`config.mk`:
```
export PLATFORM = sky130hd
export DESIGN_NAME = finc_fdec_pulser
export DESIGN_NICKNAME = d
export VERILOG_FILES = /design/src/rtl/finc_fdec_pulser.sv
export SDC_FILE = /design/constraint.sdc
export NUM_CORES = 1
export LEC_CHECK = 0
export BUFFER_PORTS_ARGS = -buffer_cell sky130_fd_sc_hd__buf_2
export CORE_ASPECT_RATIO = 1.2
export CORE_MARGIN = 5
export CORE_UTILIZATION = 50
export CTS_CLUSTER_SIZE = 24
export DETAILED_ROUTE_END_ITERATION = 10
export PLACE_DENSITY_LB_ADDON = 0.3
export SYNTH_ARGS = -nofsm -noshare
export SYNTH_HDL_FRONTEND = slang
export SYNTH_SLANG_ARGS = --single-unit
```
`constraint.sdc`:
```
create_clock -name clk -period 3.94 [get_ports clk]
set_input_delay 0.197 -clock clk [delete_from_list [all_inputs] [get_ports clk]]
set_output_delay 0.197 -clock clk [all_outputs]
set_load 0.05 [all_outputs]
```
`src/rtl/finc_fdec_pulser.sv`:
```
// FINC/FDEC pulse generator: nets speed-change requests into a signed
// backlog and drains it as fixed-width pulses separated by a minimum gap.
module finc_fdec_pulser #(
   parameter int PULSE_W = 8,
   parameter int GAP_W   = 16,
   parameter int CNT_W   = 8
) (
   input  logic                    clk,
   input  logic                    rst,
   input  logic                    req_valid,
   input  logic [1:0]              req_code,
   input  logic                    enable,
   input  logic                    flush,
   input  logic                    clr_ovf,
   output logic                    finc,
   output logic                    fdec,
   output logic                    busy,
   output logic signed [CNT_W-1:0] pending,
   output logic                    ovf
);

   localparam int PH_MAX = (PULSE_W > GAP_W) ? PULSE_W : GAP_W;
   localparam int PH_W   = $clog2(PH_MAX + 1);
   localparam int SW     = CNT_W + 2;
   localparam logic signed [SW-1:0] PMAX = SW'((2 ** (CNT_W - 1)) - 1);
   localparam logic signed [SW-1:0] PMIN = -PMAX;
   localparam logic signed [SW-1:0] ONE  = SW'(1);
   localparam logic [PH_W-1:0] PLS_LD = PH_W'(PULSE_W - 1);
   localparam logic [PH_W-1:0] GAP_LD = PH_W'(GAP_W - 1);

   typedef enum logic [1:0] {
      IDLE,
      PULSE,
      GAP
   } state_e;

   state_e                  state_q;
   logic [PH_W-1:0]         cnt_q;
   logic signed [CNT_W-1:0] pend_q, pend_d;
   logic                    finc_q, fdec_q, busy_q;
   logic                    ovf_q, ovf_d;
   logic                    start_inc, start_dec;
   logic signed [SW-1:0]    req_dl, iss_dl, sum;
   logic                    sat;

   assign start_inc = (state_q == IDLE) && enable
                      && !pend_q[CNT_W-1] && (pend_q != '0);
   assign start_dec = (state_q == IDLE) && enable && pend_q[CNT_W-1];

   // Request and issue deltas are summed together so simultaneous events net.
   always_comb begin
      req_dl = '0;
      iss_dl = '0;
      sat    = 1'b0;
      if (req_valid && req_code == 2'b01) req_dl = ONE;
      if (req_valid && req_code == 2'b10) req_dl = -ONE;
      if (start_inc) iss_dl = -ONE;
      if (start_dec) iss_dl = ONE;
      sum    = SW'(pend_q) + req_dl + iss_dl;
      pend_d = pend_q;
      if (flush) begin
         pend_d = '0;
      end else if (sum > PMAX) begin
         pend_d = CNT_W'(PMAX);
         sat    = 1'b1;
      end else if (sum < PMIN) begin
         pend_d = CNT_W'(PMIN);
         sat    = 1'b1;
      end else begin
         pend_d = CNT_W'(sum);
      end
      ovf_d = sat | (ovf_q & ~clr_ovf);
   end

   always_ff @(posedge clk or negedge rst) begin
      if (!rst) begin
         state_q <= IDLE;
         cnt_q   <= '0;
         pend_q  <= '0;
         finc_q  <= 1'b0;
         fdec_q  <= 1'b0;
         busy_q  <= 1'b0;
         ovf_q   <= 1'b0;
      end else begin
         pend_q <= pend_d;
         ovf_q  <= ovf_d;
         unique case (state_q)
            IDLE: begin
               if (start_inc || start_dec) begin
                  state_q <= PULSE;
                  cnt_q   <= PLS_LD;
                  finc_q  <= start_inc;
                  fdec_q  <= start_dec;
                  busy_q  <= 1'b1;
               end
            end
            PULSE: begin
               if (cnt_q == '0) begin
                  state_q <= GAP;
                  cnt_q   <= GAP_LD;
                  finc_q  <= 1'b0;
                  fdec_q  <= 1'b0;
               end else begin
                  cnt_q <= cnt_q - 1'b1;
               end
            end
            GAP: begin
               if (cnt_q == '0) begin
                  state_q <= IDLE;
                  busy_q  <= 1'b0;
               end else begin
                  cnt_q <= cnt_q - 1'b1;
               end
            end
            default: begin
               state_q <= IDLE;
               cnt_q   <= '0;
               finc_q  <= 1'b0;
               fdec_q  <= 1'b0;
               busy_q  <= 1'b0;
            end
         endcase
      end
   end

   assign finc    = finc_q;
   assign fdec    = fdec_q;
   assign busy    = busy_q;
   assign pending = pend_q;
   assign ovf     = ovf_q;

endmodule

```
Yosys cells after proc, flatten, opt, wreduce, memory -nomap -nowiden
Cells that the tools add are included.
{ "totals": {"register_bits": 19, "in_bits": 8, "out_inout_bits": 12, "wordCells": 65} }
{ "op_classes": {"addsub": 3, "n_lt_le_gt_ge": 2, "eq_ne": 8, "n_mux": 25, "bitwise_logic": 5, "reduce_logical": 15} }
{ "op_table": {"columns": ["op", "count"], "rows": [
  ["$mux W10", 3],
  ["$mux W8", 3],
  ["$mux W5", 3],
  ["$pmux W5 S3", 1],
  ["$add A10 B10 Y10", 1],
  ["$add A8 B10 Y10", 1],
  ["$gt A10 B8 Y1 const B", 1],
  ["$lt A10 B8 Y1 const B", 1],
  ["$pmux W1 S3", 3],
  ["$reduce_and A3 Y1", 3],
  ["$mux W1", 8],
  ["$reduce_bool A8 Y1", 1],
  ["$logic_and A1 B1 Y1", 6],
  ["$mux W2", 3],
  ["$ne A2 B2 Y1 const B", 3],
  ["$pmux W2 S3", 1],
  ["$logic_not A5 Y1", 1],
  ["$sub A5 B1 Y5 const B", 1],
  ["$eq A2 B1 Y1 const B", 2],
  ["$eq A2 B2 Y1 const B", 2],
  ["$not A1 Y1", 3],
  ["$logic_not A2 Y1", 1],
  ["$ne A2 B1 Y1 const B", 1],
  ["$reduce_and A2 Y1", 1],
  ["other kinds (4)", 4]
]} }

Longest topological paths before layout
{ "depth": {"ltp_word": 12, "mapped_depth": 13, "mapped_depth_nobuf": 13} }

Worst setup path before layout
OpenSTA, ideal clock, no wires.
{ "synth_timing": {"path_type": "reg-to-reg", "startpoint": "reg pend_q[3] (netlist: pending[3])", "endpoint": "reg pend_q[0] (netlist: pending[0])", "setup_ns": 0.134, "t_arrival_ns": 3.709, "t_required_ns": 3.806, "setup_slack_ns": 0.097, "path_stages_with_launch": 14, "path_buffers": 0, "synth_period_minus_slack_ns": 3.843, "cell_sequence": "dfrtp_1 > or4_1 > o211ai_2 > nor2_1 > inv_1 > fa_1 > inv_1 > ha_1 > a21o_2 > a221o_1 > xnor2_1 > nand3_1 > nor3_1 > a211oi_1"} }
{ "synth_between": {"elab_chain_cells": 9, "elab_cells_between_ends": 11, "cone_classes": "2 x add/sub; 2 x order compare; 5 x mux; 2 x reduce/logical"} }
{ "synth_rtl": {"columns": ["element", "line_no", "source"], "rows": [
  ["start: declaration", "39", "logic signed [CNT_W-1:0] pend_q, pend_d;"],
  ["start signal: assignment", "85", "pend_q <= pend_d;"],
  ["branches (longest 4 deep; another with $add A8 B10 Y10)", null, null],
  ["$add A10 B10 Y10 (*)", "59", "sum = SW'(pend_q) + req_dl + iss_dl;"],
  ["$lt A10 B8 Y1", "66", "end else if (sum < PMIN) begin"],
  ["$mux W8", "66", null],
  ["$mux W8 (*)", "63", "end else if (sum > PMAX) begin"],
  ["$mux W8 (*)", "61", "if (flush) begin"],
  ["via pend_d[0]", "39", null]
]} }
Mark *: on every way through the listed nets, which the timed path passes.
A chain may end at the register's enable or synchronous reset.

Worst setup path in the final report
{ "layout_timing": {"startpoint": "reg pend_q[3] (netlist: pending[3])", "endpoint": "reg pend_q[4] (netlist: pending[4])"} }
The elaborated chain is that of the path after synthesis.

==> impl_metrics.py <==
metrics = {
    "synthesis": {
        "synth_area_um2": 1520,
        "yosysWarnings": 0,
        "ys_seq_area_share_pct": 31.3,
        "syn-num-nets": 201,
        "ys_ff_latch": 19,
        "syn_inst": 175,
        "avgSynthCellArea_um2": 8.69,
        "synth_cell_types": 37,
    },
    "timing": {
        "setup_ws_ns": 0.113,
        "worst_pin_slew_ns": 0.416,
        "whs_ns": 0.132,
        "relSlewSlack_pct": 72.3,
        "clock.fmax_mhz": 261,
        "timing.final.max_slew_violations": 0,
        "hold_violations": 0,
        "fin_crit_ns": 3.83,
        "final-setup-viol-count": 0,
        "period_share_pct": 97.1,
        "fin_skew_ns": 0.00560,
    },
    "placement": {
        "pre_cts_slack_ns": 0.0251,
        "gp_congestion": 0.930,
        "place_area_um2": 1670,
        "dp_hpwl_um": 2780,
        "dp.cells": 229,
        "port_buffers": 19,
    },
    "detailed_routing": {
        "vias": 1306,
        "wire_per_inst_um": 14.4,
        "totalWireLength_um": 3390,
        "drt-pass1-iter-count": 4,
        "ant_nets": 0,
        "via_per_inst": 5.56,
        "drc": 0,
        "drtIter0Drc": 83,
    },
    "final_layout": {
        "final_cells": 235,
        "diodes": 0,
        "final_cell_area_um2": 1730,
        "final_layout_size_suffix_gt1_share_pct": 18.6,
        "final_nets": 226,
        "fillers": 286,
        "syn_to_final_growth_pct": 13.7,
    },
    "grt": {
        "met3_usage_pct": 2.40,
        "grt_start_max_net_pins": 20,
        "busiest_layer": "met2",
        "grt_use_met1_pct": 19.3,
        "grt_pass1_vias": 1396,
        "grt_use_total_pct": 17.8,
        "use_met2_pct": 32.1,
        "grt_pass1_wl_um": 5820,
        "antenna_found_initial": 0,
        "grt_overflow": 0,
    },
    "critical_path": {
        "cp.arrival_ns": 4.05,
        "r2r_slack_ns": 0.11,
        "cp.required_ns": 4.16,
        "critPathCaptureType": "flip-flop",
        "path_class": "reg2reg",
        "startpoint_type": "flip-flop",
        "cp_slowest_cell": "or4_1",
        "crit_chain": "or4_1 -> o211ai_2 -> buf_4 -> nand2_1 -> fa_1 -> ha_1 -> fa_1 -> a21o_1 -> a221o_1 -> xnor2_2 -> a21oi_1 -> o21ai_0 -> a21oi_1",
        "crit_path_max_incr_delay_ns": 0.55,
        "worst-path-max-fanout": 4,
    },
    "worst_hold_path": {
        "min_path_type": "in2reg",
    },
    "die": {
        "io_pins": 20,
        "die_h_um": 70.4,
        "initial_core_util_pct": 50.7,
        "die_area_um2": 4250,
        "fp-row-count": 22,
        "die-width_um": 60.4,
        "coreArea_um2": 3000,
    },
    "clock_tree": {
        "cts_root_buf": "clkbuf_4",
        "clock-sinks": 19,
        "clk_path_buf_depth": 2,
        "clkLatencyLatePin_ns": 0.30,
        "cts_tree": "yes",
        "clkTransAtPathRegs_ns": 0.10,
        "h-tree-depth": 1,
        "cts_buffers": 3,
    },
    "run_status": {
        "status": "complete, no violations",
    },
    "run": {
        "cap_viol_max_count": 0,
    },
}
## state kept, by name, summed over array words and instances, names as in the netlist
name     flops
pending      8
cnt_q        5
state_q      2
busy         1
fdec         1
finc         1
ovf          1
## final cells by class
cell class	instances	area, um^2	area share, %
clock inverters	1	5.00	0.289
repair buffers	24	135	7.81
well taps	36	45.0	2.60
inverters	23	86.3	4.99
flip-flops and latches	19	475	27.5
clock buffers	3	22.5	1.30
multi-input cells	129	960	55.5
## placed cells by master, fill, tap and decap left out, types with 2 or more instances in the layout
master | synthesis | layout
inv_1 | 23 | 22
dfrtp_1 | 19 | 19
buf_2 | 1 | 19
nand2_1 | 15 | 15
o21ai_0 | 16 | 15
nor2_1 | 15 | 14
a21oi_1 | 9 | 9
fa_1 | 9 | 9
ha_1 | 9 | 9
nand2b_1 | 7 | 7
a21o_1 | 6 | 6
nand3_1 | 5 | 5
xnor2_1 | 6 | 5
buf_4 | 0 | 4
nor2b_1 | 3 | 3
nor3_1 | 3 | 3
clkbuf_4 | 0 | 3
or3_1 | 2 | 2
xor2_1 | 2 | 2
a211oi_1 | 2 | 2
a31oi_1 | 2 | 2
a221oi_1 | 2 | 2
## Yosys cell counts (all sizes together)
cell     instances  area share, %
buf              1           0.33
nor3b            1           0.49
o2bb2ai          1           0.58
a21oi           10            3.5
xnor2            6            3.5
mux2i            1           0.66
o31a             1           0.58
a31oi            2           0.82
or3              3            1.6
ha               9            7.4
and2             1           0.41
nor2            15            3.7
nor2b            3            1.2
o21ai           16            5.3
o22ai            1           0.41
and3             1           0.49
a221oi           2            1.2
nor3             3           0.99
a22o             1           0.58
a21o             7            3.5
nand3            5            1.6
a221o            1           0.66
a31o             1           0.58
nand2b           7            2.9
fa               9             12
nor4             1           0.41
a211oi           2           0.99
o211ai           1           0.82
or4              1           0.49
dfrtp           19             31
inv             23            5.7
clkbuf           3           0.74
nand2           15            3.7
xor2             2            1.2
## worst paths after layout
kind,from,endpoint,cells after the start
max in group asynchronous,rst,pending[3],2
setup / recovery,pending[3],pending[4],13
min in group asynchronous,rst,cnt_q[1],2
setup reg to reg,pending[3],pending[4],13
hold reg to reg,fdec,fdec,2
hold / removal,flush,pending[3],2
## cell families (layout without fill, tap and decap cells)
family | count (synthesis) | in the layout | share of synthesized area (%)
multiplexers | 1 | 1 | 0.658
buffers and inverters | 27 | 51 | 6.74
AO/OA/AOI/OAI | 46 | 46 | 19.5
AND/OR/NAND/NOR | 56 | 56 | 18.0
flip-flops | 19 | 19 | 31.3
adder cells (fa/ha/maj) | 18 | 18 | 19.2
XOR/XNOR | 8 | 8 | 4.61
## timing repair
item | 4_1_cts | 5_1_grt
setup endpoints to repair | 1 | 8
setup buffers | 0 | 1
endpoints found under the hold margin | 19 | 0
gates resized for setup | 1 | 4
hold buffers | 1 | 0
pin swaps | 0 | 1
## critical path: cells and delay by family (launching register included)
kind	cells	cell delay (ns)
xor+xnor	1	0.17
buf+inv	1	0.15
compound gates	6	1.34
simple gates	2	0.64
fa+ha+maj	3	1.01
flops	1	0.43
## per-stage QoR
step | TNS, ns | util (%)
2_1_floorplan | 0 | -
3_3_place_gp | 0 | 55.6
3_5_place_dp | 0 | 55.6
4_1_cts | 0 | 56.8
5_1_grt | -0.0447 | 57.6
6_report | 0 | 57.6
## per-layer routing
layer	share of wire [%]	up-vias
met5	0	-
met4	3.2	0
met3	2.5	11
met2	56	21
met1	38	636
li1	-	638
Power is not shown: default switching activity piles up to over one toggle a cycle in this logic, so the estimate is an artifact.
